**src/rtl/ula_alu8_if.sv**
```systemverilog
`default_nettype none
// ============================================================================
//  Module   : ula_alu8_if
//  Purpose  : Operand/selector/result bundle for the ula_alu8 ALU.
//  Revision : 1.0 - initial release
// ============================================================================
interface ula_alu8_if;
    logic [7:0]  A;
    logic [7:0]  B;
    logic [3:0]  Seletor;
    logic [15:0] S;

    modport master (output A, output B, output Seletor, input  S);
    modport slave  (input  A, input  B, input  Seletor, output S);
endinterface
`default_nettype wire

```
**src/rtl/ula_alu8.sv**
```systemverilog
`default_nettype none
// ============================================================================
//  Module   : ula_alu8
//  Purpose  : 8-bit, 16-function ALU with a registered 16-bit result.
//  Revision : 1.0 - initial release
// ============================================================================
module ula_alu8 (
    input  wire logic   clk,
    input  wire logic   rst,
    ula_alu8_if.slave   bus
);
    localparam logic [3:0] c_OP_ADD  = 4'b0000;
    localparam logic [3:0] c_OP_SUB  = 4'b0001;
    localparam logic [3:0] c_OP_MUL  = 4'b0010;
    localparam logic [3:0] c_OP_DIV  = 4'b0011;
    localparam logic [3:0] c_OP_SHL  = 4'b0100;
    localparam logic [3:0] c_OP_SHR  = 4'b0101;
    localparam logic [3:0] c_OP_ROL1 = 4'b0110;
    localparam logic [3:0] c_OP_ROR1 = 4'b0111;
    localparam logic [3:0] c_OP_AND  = 4'b1000;
    localparam logic [3:0] c_OP_OR   = 4'b1001;
    localparam logic [3:0] c_OP_XOR  = 4'b1010;
    localparam logic [3:0] c_OP_NOR  = 4'b1011;
    localparam logic [3:0] c_OP_NAND = 4'b1100;
    localparam logic [3:0] c_OP_XNOR = 4'b1101;
    localparam logic [3:0] c_OP_GT   = 4'b1110;
    localparam logic [3:0] c_OP_EQ   = 4'b1111;

    logic [15:0] w_a16;
    logic [15:0] w_b16;
    logic [15:0] w_result;
    logic [15:0] r_s;

    assign w_a16 = {8'b0, bus.A};
    assign w_b16 = {8'b0, bus.B};

    always_comb begin
        w_result = 16'h0000;
        case (bus.Seletor)
            c_OP_ADD:  w_result = w_a16 + w_b16;
            c_OP_SUB:  w_result = w_a16 - w_b16;
            c_OP_MUL:  w_result = w_a16 * w_b16;
            // Divide-by-zero is flagged with an all-ones result.
            c_OP_DIV:  w_result = (bus.B == 8'd0) ? 16'hFFFF
                                                  : {bus.A % bus.B, bus.A / bus.B};
            c_OP_SHL:  w_result = w_a16 << bus.B[2:0];
            c_OP_SHR:  w_result = {8'b0, bus.A >> bus.B[2:0]};
            c_OP_ROL1: w_result = {8'b0, bus.A[6:0], bus.A[7]};
            c_OP_ROR1: w_result = {8'b0, bus.A[0], bus.A[7:1]};
            c_OP_AND:  w_result = {8'b0, bus.A & bus.B};
            c_OP_OR:   w_result = {8'b0, bus.A | bus.B};
            c_OP_XOR:  w_result = {8'b0, bus.A ^ bus.B};
            c_OP_NOR:  w_result = {8'b0, ~(bus.A | bus.B)};
            c_OP_NAND: w_result = {8'b0, ~(bus.A & bus.B)};
            c_OP_XNOR: w_result = {8'b0, ~(bus.A ^ bus.B)};
            c_OP_GT:   w_result = {15'b0, bus.A > bus.B};
            c_OP_EQ:   w_result = {15'b0, bus.A == bus.B};
            default:   w_result = 16'h0000;
        endcase
    end

    always_ff @(posedge clk) begin
        if (rst) begin
            r_s <= 16'h0000;
        end else begin
            r_s <= w_result;
        end
    end

    assign bus.S = r_s;
endmodule
`default_nettype wire

```
**src/flat_wrapper.sv**
```systemverilog
// flat-port wrapper written by rule: the top's interface ports become plain ports
module ula_alu8_flat 
  (clk, rst, bus_A, bus_B, bus_Seletor, bus_S);
  ula_alu8_if bus_i ();
  input  wire logic clk;
  input  wire logic rst;
  input wire logic [$bits(bus_i.A)-1:0] bus_A;
  input wire logic [$bits(bus_i.B)-1:0] bus_B;
  input wire logic [$bits(bus_i.Seletor)-1:0] bus_Seletor;
  output wire logic [$bits(bus_i.S)-1:0] bus_S;
  assign bus_i.A = bus_A;
  assign bus_i.B = bus_B;
  assign bus_i.Seletor = bus_Seletor;
  assign bus_S = bus_i.S;
  ula_alu8 u_core (.clk(clk), .rst(rst), .bus(bus_i));
endmodule
```
**config.mk**
```make
export PLATFORM = sky130hd
export DESIGN_NAME = ula_alu8_flat
export DESIGN_NICKNAME = d
export VERILOG_FILES = /design/src/rtl/ula_alu8_if.sv /design/src/rtl/ula_alu8.sv /design/src/flat_wrapper.sv
export SDC_FILE = /design/constraint.sdc
export NUM_CORES = 1
export LEC_CHECK = 0
export ABC_AREA = 0
export BUFFER_PORTS_ARGS = -buffer_cell sky130_fd_sc_hd__clkbuf_2
export CAP_MARGIN = 30
export CORE_MARGIN = 3
export CORE_UTILIZATION = 25
export CTS_CLUSTER_DIAMETER = 50
export DETAILED_ROUTE_END_ITERATION = 12
export PLACE_DENSITY = 0.43
export SLEW_MARGIN = 15
export SYNTH_ARGS = -nofsm -noshare
export SYNTH_HDL_FRONTEND = slang
export SYNTH_SLANG_ARGS = --single-unit
```
**constraint.sdc**
```tcl
create_clock -name clk -period 26.1 [get_ports clk]
set_input_delay 1.305 -clock clk [delete_from_list [all_inputs] [get_ports clk]]
set_output_delay 1.305 -clock clk [all_outputs]
set_load 0.01 [all_outputs]
```
== Word-level counts from Yosys, hierarchy flattened ==
Cells that the tools add are included.

* $add $sub $neg: 2
* Multiply operators: 1
* Divide/modulo/power cells: 2
* $lt $le $gt $ge: 1
* Equal/unequal tests: 16
* Shift-type cells: 2
* Mux-type cells: 2
* Bitwise gates (word level): 6
* Reduce and logical (&&, ||, !) cells: 2

{| class="wikitable"
|+ Operators by type and width
! kind !! number
|-
| $pmux 16 s16 || 1
|-
| $eq 4x4->1 const B || 8
|-
| $not 8->8 || 3
|-
| $eq 4x3->1 const B || 4
|-
| $mul 8x8->16 || 1
|-
| $mux 16 || 1
|-
| $shl 8x3->16 || 1
|-
| $add 8x8->9 || 1
|-
| $sub 8x8->9 || 1
|-
| $and 8x8->8 || 1
|-
| $div 8x8->8 || 1
|-
| $eq 4x2->1 const B || 2
|-
| $eq 8x8->1 || 1
|-
| $gt 8x8->1 || 1
|-
| $logic_not 8->1 || 1
|-
| $mod 8x8->8 || 1
|-
| $or 8x8->8 || 1
|-
| $shr 8x3->8 || 1
|-
| $xor 8x8->8 || 1
|-
| $eq 4x1->1 const B || 1
|-
| $logic_not 4->1 || 1
|}

* Bits in registers: 16
* Input bits: 22
* Output and inout bits: 16
* Logic and storage cells: 35

== Longest topological paths before layout ==
Gate-level depths: netlist of the first run.

* Depth in word-level cells: 3
* Gate-level depth with buffers: 55
* Depth with buffers taken out: 50

== Worst setup path after synthesis of the first run ==
OpenSTA, ideal clock, no wires.

* Path type: input-to-reg
* From: in bus_B[0]
* To: reg u_core.r_s[15] (netlist: u_core.bus.S[15])
* Setup time: 0.075 ns
* Data arrival time: 12.625 ns
* Data required time: 26.025 ns
* Setup slack: 13.400 ns
* Stages: 52
* Path buffers: 5
* Cells stage by stage: clkbuf_1 inv_1 clkbuf_1 ha_1 a21oi_1 a21oi_1 ha_1 a21o_1 a31o_2 o21ai_1 inv_1 ha_1 o211ai_1 a2111oi_2 mux2i_1 ha_1 o211a_1 o211ai_1 [16 not listed] inv_1 ha_1 nor3_1 a211oi_1 a21oi_1 o22a_1 buf_1 mux2i_1 inv_1 fa_1 a211oi_1 o21bai_1 a21o_1 o41ai_2 o21ai_0 o211ai_1 o311ai_2 a31oi_1

* Longest elaborated chain between the ends: 3
* Elaborated cells on any way between the ends: 7
* Those cells by class: add/sub: 1; mul: 1; div: 1; shift: 1; mux: 2; reduce/logical: 1

{| class="wikitable"
|+ RTL lines
! what !! RTL line !! source
|-
| from (decl) || flat_wrapper.sv:8 || <nowiki>input wire logic [$bits(bus_i.B)-1:0] bus_B;</nowiki>
|-
| $mod 8x8->8 / $logic_not 8->1 (equally long branches) || ula_alu8.sv:45, ula_alu8.sv:44 ||
|-
| $mux 16 || ula_alu8.sv:44 || <nowiki>c_OP_DIV: w_result = (bus.B == 8'd0) ? 16'hFFFF</nowiki>
|-
| $pmux 16 s16 * || ula_alu8.sv:39 || <nowiki>case (bus.Seletor)</nowiki>
|-
| to (signal assigned) || ula_alu8.sv:66 || <nowiki>r_s <= w_result;</nowiki>
|-
| to (decl) || ula_alu8.sv:32 || <nowiki>logic [15:0] r_s;</nowiki>
|}

Every way passes the cells marked *; elsewhere a longest branch is shown, timed or not.
A chain may end at the register's enable or synchronous reset.

== Worst setup path in the final report of the first run ==
* From: in bus_B[7]
* To: reg u_core.r_s[15] (netlist: u_core.bus.S[15])

The elaborated chain is that of the path after synthesis.

==> results_dict.tcl, run 1 <==
set metrics [dict create \
    path_class "in -> reg" \
    cts_setup_buffers 0 \
    nets 1072 \
    ant_nets 0 \
    critPathMaxStageDelay_ns 0.83 \
    slew_violations 0 \
    crit_start "bus_B[7]" \
    min_period_ns 14.09 \
    syn2layout_area_growth_pct 8.297 \
    ys_warn_count 0 \
    finalCritPeriodShare_pct 53.99 \
    rsz0062_at_grt "false" \
    drtIter0Drc 627 \
    drtPass1Iterations 5 \
    clk_pin_slew_worst_paths_ns 0.05 \
    synthDistinctLibCells 80 \
    async_flop_share_pct 0 \
    cts_tree "built" \
    hold_class "in -> reg" \
    worst_setup_path_end_kind "flip-flop" \
    wl_per_cell_um 20.25 \
    min-delay-start "rst" \
    postCtsResizedCells 0 \
    chipHeight_um 169.1 \
    clk_path_buf_depth 2 \
    htree_levels 1 \
    layout-drive-gt1-share_pct 7.582 \
    routed_via_density 5.435 \
    synth-main-ff-cell "dfxtp_1" \
    grt_max_degree 39 \
    synthCells 911 \
    holdPathStages 2 \
    routed_wirelength_um 25210 \
    placementRows 59 \
    dieArea_sq_um 28590 \
    p_per_area_nw_per_um2 44.63 \
    worst_ep_required_time_ns 26.28 \
    critPathLaunchType "primary input" \
    synth.avg_cell_area_sq_um 7.300 \
    slowest_stage "a2111oi_1" \
    syn_area_sq_um 6650 \
    tns_ns 0 \
    place_congestion 0.8779 \
    tightest_slew_ns 0.8900 \
    setup_viol 0 \
    ir_worst_vdd_mv 0.02282 \
    utilization_pct 27.56 \
    ios 38 \
    gr-total-overflow 0 \
    p_leak_uw 0.003281 \
    grt_pass1_vias 6459 \
    dr_total_vias 6766 \
    cts_hold_buf 0 \
    initial_utilization_pct 25.45 \
    die_w_um 169.1 \
    crit_fanout 17 \
    slew_headroom_pct 40.52 \
    hold_viol 0 \
    power_uw 321.4 \
    syn-num-nets 1072 \
    root_buffer "clkbuf_16" \
    fmax_mhz 70.97 \
    dp_hpwl_um 19450 \
    yosysSeqAreaShare_pct 4.817 \
    drc_errors 0 \
    synth-edff-count 0 \
    core_sq_um 26130 \
    largest_reg_flops 16 \
    antenna_cells 0 \
    status "complete, no violations" \
    numCtsBuffers 3 \
    drv_cap 0 \
    grt_pass1_wl_um 38830 \
    cts.sinks 16 \
    grt_use_total_pct 17.30 \
    cp_common_cell "ha_1" \
    crit_arrival_ns 14.27 \
    ys_seq_elements 16 \
    numPortBuffers 37 \
    antenna_found_initial 0 \
]
## where the power goes
part	internal, uW	total [uW]	switching [uW]	leakage (uW)
clock network	23.3	33.5	10.2	0.0000442
registers	26.8	27.5	0.689	0.000131
logic	103	260	157	0.00311
## synth_stat cells (5+ instances only)
cell / n / area [sq um]
nor2_1: 102 / 382.9
ha_1: 100 / 1251
inv_1: 91 / 341.6
nand2_1: 80 / 300.3
a21oi_1: 50 / 250.2
o21ai_0: 44 / 220.2
clkbuf_1: 42 / 157.7
fa_1: 39 / 780.8
nor3_1: 33 / 165.2
xnor2_1: 30 / 262.8
a211oi_1: 24 / 180.2
mux2i_1: 20 / 200.2
dfxtp_1: 16 / 320.3
a21o_1: 14 / 105.1
nand3_1: 13 / 65.06
o211ai_1: 13 / 97.59
a31oi_1: 12 / 75.07
nand2b_1: 12 / 75.07
a22oi_1: 10 / 75.07
nor2b_1: 9 / 56.30
o22ai_1: 8 / 50.05
xor2_1: 8 / 70.07
o21a_1: 7 / 52.55
or3_1: 7 / 43.79
and3_1: 6 / 37.54
buf_1: 6 / 22.52
nor4_1: 6 / 37.54
o21ai_1: 6 / 30.03
nand4_1: 5 / 31.28
## placed cells by master (no fill, tap or decap), drive strengths merged, types with 5 or more instances in the layout
cell type	Yosys	final
ha	100	100
nand2b	12	12
inv	91	91
o21a	7	7
nand2	80	80
mux2i	20	20
a31oi	12	12
a21o	14	14
nand3	13	13
buf	8	8
nor4	7	7
dfxtp	16	16
or2	5	5
xor2	8	8
nor3	34	34
xnor2	30	30
a2111oi	6	6
nor2	102	102
nor2b	9	9
or3	8	8
a211oi	24	24
o22ai	8	8
o21ai	50	50
a21oi	50	50
o211ai	13	13
nand4	5	5
and3	6	6
fa	39	39
a22oi	10	10
clkbuf	42	41
## per-stage QoR
stage | hold slack (ns) | std cells | cell area [sq um] | worst slack [ns]
2_1_floorplan | 1.484 | 911 | 6650 | 13.40
3_3_place_gp | 1.693 | 1240 | 7108 | 12.26
3_5_place_dp | 1.693 | 1240 | 7108 | 11.93
4_1_cts | 1.449 | 1244 | 7197 | 12.15
5_1_grt | 1.474 | 1245 | 7202 | 10.92
6_report | 1.457 | 1245 | 7202 | 12.01
## cells by family after synthesis
group	after synthesis	synth area share (%)
AO/OA/AOI/OAI	257	26.81
XOR/XNOR	38	5.005
adder cells (fa/ha/maj)	139	30.56
buffers and inverters	145	8.354
flip-flops	16	4.817
multiplexers	26	4.534
AND/OR/NAND/NOR	290	19.92
## path summary, 6_finish.rpt
| check | end | slack, ns |
|---|---|---|
| min | u_core.bus.S[1] | 1.46 |
| max | u_core.bus.S[15] | 12.01 |
## area by class of cell
cell class	instances	area, sq um
clock buffer	4	88.84
fill	2959	18930
sequential	16	320.3
inverter	95	356.6
timing repair buffer	45	242.7
multi-input combinational	750	5774
tap	335	419.2
## routing by layer
metal  track usage, %  vias up  wire [um]
met2            27.55      242      11330
met4            5.548        0        930
met3            2.662       47       1542
li1                 -     3252          -
met1            24.03     3225      11410
met5                0        -          0
## critical path, delay by kind of cell
family                     cells  cell delay [ns]
muxes                          1             0.28
buffers and inverters          4             0.53
and+or+nand+nor                9             2.57
adders and majority gates      7             2.15
AOI/OAI and AO/OA             27             7.40
Power figures use the tool's default switching activity.
==> run 2: changes to the inputs <==
clock period = 13.56 ns   (was 26.1 ns; I/O delays follow)
==> run 2 against run 1 <==
Net effect: critical path type unchanged; count of clock-buffer cells in the layout unchanged; critical path depth up 2; largest cell class unchanged; combinational power up 92%; hold slack worse by 0.65 ns.
==> results_dict.tcl, run 2 (same netlist as run 1, synthesis figures left out) <==
set metrics [dict create \
    status "complete, no violations" \
    critPathLaunchType "primary input" \
    slew_headroom_pct 39.52 \
    worst_setup_path_end_kind "flip-flop" \
    worst_ep_required_time_ns 13.67 \
    p_leak_uw 0.003328 \
    cts.sinks 16 \
    place_congestion 0.8968 \
    clk_path_buf_depth 2 \
    cts_tree "built" \
    slowest_stage "o41a_1" \
    cts_hold_buf 0 \
    die_w_um 169.1 \
    comb_power_share_pct 80.8 \
    placementRows 59 \
    critPathMaxStageDelay_ns 0.53 \
    drtPass1Iterations 6 \
    dr_total_vias 6875 \
    dieArea_sq_um 28590 \
    min_to "u_core.bus.S[1]" \
    nets 1081 \
    antenna_cells 0 \
    routed_via_density 5.482 \
    gr-total-overflow 0 \
    antenna_found_initial 0 \
    final_common_cell "nor2_1" \
    routed_wirelength_um 25680 \
    path_class "in -> reg" \
    nFillCells 2938 \
    chipHeight_um 169.1 \
    p_per_area_nw_per_um2 84.93 \
    finalCritPeriodShare_pct 91.47 \
    drv_cap 0 \
    tightest_slew_ns 0.9023 \
    htree_levels 1 \
    holdPathStages 2 \
    dp_hpwl_um 19880 \
    cp_common_cell "ha_1" \
    layout-drive-gt1-share_pct 8.705 \
    netSwitchingPower_uw 319.4 \
    root_buffer "clkbuf_16" \
    min-delay-start "rst" \
    hold_class "in -> reg" \
    p_clk_share_pct 10.6 \
    clk_pin_slew_worst_paths_ns 0.06 \
    grt_pass1_vias 6542 \
    slew_violations 0 \
    min_period_ns 12.40 \
    crit_fanout 12 \
    ios 38 \
    drc_errors 0 \
    hold_viol 0 \
    power_uw 618.8 \
    swShare_pct 51.62 \
    grt_max_degree 39 \
    power_frac_seq_pct 8.5 \
    final_cell_mix "nor2_1, ha_1, inv_1, nand2_1, a21oi_1" \
    p_int_uw 299.4 \
    largest_reg_flops 16 \
    whs_ns 0.8111 \
    numCtsBuffers 3 \
    wl_per_cell_um 20.47 \
    fmax_mhz 80.63 \
    drtIter0Drc 676 \
    setup_viol 0 \
    crit_arrival_ns 12.52 \
    ir_worst_vdd_mv 0.05033 \
    syn2layout_area_growth_pct 9.558 \
    core_sq_um 26130 \
    initial_utilization_pct 25.45 \
    grt_use_total_pct 17.41 \
    numPortBuffers 37 \
    ant_nets 0 \
    grt_pass1_wl_um 38840 \
]
[run 2: changes by cell type in the layout (fill, tap and decap cells not counted)]
cell and change:
buf_4 +9, nor3_1 -2, nor3_2 +1, nor3_4 +1
[run 2: final cells by class]
cell class / count / area (sq um) / share of cell area, %
Multi-Input combinational cell: 750 / 5791 / 79.48
Tap cell: 335 / 419.2 / 5.753
Inverter: 95 / 356.6 / 4.894
Sequential cell: 16 / 320.3 / 4.396
Timing Repair Buffer: 54 / 310.3 / 4.259
Clock buffer: 4 / 88.84 / 1.219
[run 2: how the worst max path moves through the flow]
stage	from	endpoint	cells past startpoint	slack (ns)
after CTS	bus_B[6]	u_core.bus.S[8]	49	0.92
after global routing	bus_B[6]	u_core.bus.S[8]	50	-0.02
after detailed placement	bus_B[6]	u_core.bus.S[8]	49	0.70
after floorplan	bus_B[0]	u_core.bus.S[15]	52	1.49
after global placement	bus_B[6]	u_core.bus.S[8]	50	0.93
final	bus_B[6]	u_core.bus.S[8]	50	1.16
[run 2: per-layer routing]
metal | GRT usage (%) | share of wire [%] | wire [um]
met5 | 0 | 0 | 0
met4 | 4.196 | 2.7 | 692
met2 | 27.60 | 44 | 11330
met3 | 2.008 | 5.9 | 1509
met1 | 25.23 | 47 | 12140
[run 2: critical path, delay by kind of cell]
| family | cells | cell delay (ns) |
|---|---|---|
| AOI/OAI and AO/OA | 23 | 5.58 |
| adders and majority gates | 7 | 2.25 |
| buffers and inverters | 5 | 0.70 |
| muxes | 3 | 0.79 |
| and+or+nand+nor | 12 | 2.51 |
[run 2: through the flow]
step           setup slack, ns  cells  utilization (%)  setup TNS (ns)  cell area (sq um)
3_3_place_gp            0.9295   1248            27.45               0               7173
6_report                 1.157   1254            27.88               0               7286
5_1_grt               -0.02113   1254            27.88        -0.02113               7286
2_1_floorplan            1.487    911                -               0               6650
4_1_cts                 0.9235   1252            27.79               0               7262
3_5_place_dp            0.6954   1248            27.45               0               7173
[run 2: power groups by stage]
stage,registers (uW),logic (uW),clock network [uW]
5_1_grt,53.1,560,68.7
4_1_cts,52.9,502,65.9
3_5_place_dp,53.8,498,0
6_report,52.8,500,65.9
2_1_floorplan,56.0,367,0
3_3_place_gp,53.8,505,0
[run 2: what timing repair did]
action                                  in CTS  in global routing
endpoints found under the setup margin       0                  6
endpoints found under the hold margin        0                  0
buffers inserted                             0                  1
gates resized for setup                      0                  2
==> run 3: changes to the inputs <==
CELL_PAD_IN_SITES_DETAIL_PLACEMENT = 1   (was unset)
CELL_PAD_IN_SITES_GLOBAL_PLACEMENT = 2   (was unset)
PLACE_DENSITY = 0.63   (was 0.43)
==> run 3 against run 2 <==
Net effect: count of clock-buffer cells in the layout stayed put; first-iteration DRC count fell by 27%; core utilization increased by 0.27 points; critical path depth did not move; routed wire length is 10% higher; hold slack better by 0.014 ns; critical endpoint unchanged; via count increased by 0.87%; non-clock buffer count up 4; critical path type unchanged; cell count increased by 0.32%; global-route usage increased by 2.2 points; highest routed layer unchanged.
==> results_dict.tcl, run 3 (same netlist as run 1, synthesis figures left out) <==
set metrics [dict create \
    status "complete, no violations" \
    regArea_sq_um 320.3 \
    tightest_slew_ns 0.9944 \
    grt_pass1_wl_um 43330 \
    ios 38 \
    crit_fanout 9 \
    clk_pin_slew_worst_paths_ns 0.05 \
    critPathMaxStageDelay_ns 0.54 \
    routed_wirelength_um 28330 \
    numPortBuffers 37 \
    rsz0062_at_grt "false" \
    setup_viol 0 \
    tns_ns 0 \
    hold_class "in -> reg" \
    p_per_area_nw_per_um2 85.67 \
    min_period_ns 12.39 \
    hold_viol 0 \
    fmax_mhz 80.69 \
    antenna_found_initial 0 \
    path_class "in -> reg" \
    root_buffer "clkbuf_16" \
    p_leak_uw 0.003354 \
    die_w_um 169.1 \
    drv_cap 0 \
    slew_violations 0 \
    final_common_cell "nor2_1" \
    placementRows 59 \
    place_congestion 0.8534 \
    cts.sinks 16 \
    cp_common_cell "ha_1" \
    numCtsBuffers 3 \
    initial_utilization_pct 25.45 \
    worst_setup_path_end_kind "flip-flop" \
    cts_tree "built" \
    final_cell_mix "nor2_1, ha_1, inv_1, nand2_1, a21oi_1" \
    crit_arrival_ns 12.51 \
    routed_via_density 5.513 \
    core_sq_um 26130 \
    gr-total-overflow 0 \
    drtPass1Iterations 5 \
    grt_use_total_pct 19.60 \
    clk_path_buf_depth 2 \
    layout-drive-gt1-share_pct 9.426 \
    finalCritPeriodShare_pct 91.40 \
    nets 1085 \
    multi_input_area_sq_um 5831 \
    ir_worst_vdd_mv 0.04562 \
    cts_hold_buf 0 \
    grt_max_degree 39 \
    largest_reg_flops 16 \
    dieArea_sq_um 28590 \
    drc_errors 0 \
    wl_per_cell_um 22.52 \
    whs_ns 0.8254 \
    htree_levels 1 \
    worst_ep_required_time_ns 13.68 \
    ant_nets 0 \
    nFillCells 3273 \
    chipHeight_um 169.1 \
    dp_hpwl_um 21960 \
    grt_pass1_vias 7145 \
    slowest_stage "o41a_1" \
    dr_total_vias 6935 \
    slew_headroom_pct 33.35 \
    antenna_cells 0 \
    critPathLaunchType "primary input" \
    drtIter0Drc 496 \
    syn2layout_area_growth_pct 10.61 \
]
## run 3: cell count changes in the layout (fill, tap and decap cells not counted), sizes merged
cell  delta
buf      +4
## run 3: critical path: cells and delay by family
kind	cells	cell delay [ns]
AO/OA/AOI/OAI	22	5.10
AND/OR/NAND/NOR	12	2.77
adder cells (fa/ha/maj)	7	2.31
multiplexers	4	1.14
buffers and inverters	5	0.51
## run 3: power by group
| part | leakage, uW | internal [uW] | total, uW | switching, uW |
|---|---|---|---|---|
| Sequential | 0.000131 | 51.5 | 53.0 | 1.42 |
| Combinational | 0.00318 | 205 | 513 | 308 |
| Clock | 0.0000442 | 44.9 | 64.6 | 19.8 |
## run 3: final timing paths
path      from               to  slack, ns  depth (start not counted)
min        rst  u_core.bus.S[4]       0.83                          2
max   bus_B[5]  u_core.bus.S[8]       1.17                         50
## run 3: layout make-up
class                           instances  share of cell area (%)
Multi-Input combinational cell        750                   79.27
Tap cell                              335                   5.698
Inverter                               95                   4.848
Timing Repair Buffer                   58                   4.627
Sequential cell                        16                   4.354
Clock buffer                            4                   1.208
## run 3: repair_timing
action,in CTS,in global routing
endpoints found under the setup margin,0,9
buffers inserted,0,1
resized for setup,0,7
## run 3: routing by layer
layer	wire [um]	global-route usage [%]	vias to the layer above
met5	0	0	-
met4	1011	5.868	0
li1	-	-	3278
met2	12550	30.90	197
met1	13360	28.45	3411
met3	1409	1.705	49
## run 3: stage by stage
step / instances / utilization, % / instance area, sq um / power (uW) / setup slack, ns
after global routing: 1258 / 28.15 / 7356 / 699.9 / 0.1399
final: 1258 / 28.15 / 7356 / 630.2 / 1.167
after detailed placement: 1252 / 27.56 / 7203 / 562.3 / 0.2431
after floorplan: 911 / - / 6650 / 422.7 / 1.487
after CTS: 1256 / 27.90 / 7292 / 632.2 / 0.4537
after global placement: 1252 / 27.56 / 7203 / 565.1 / 0.4866
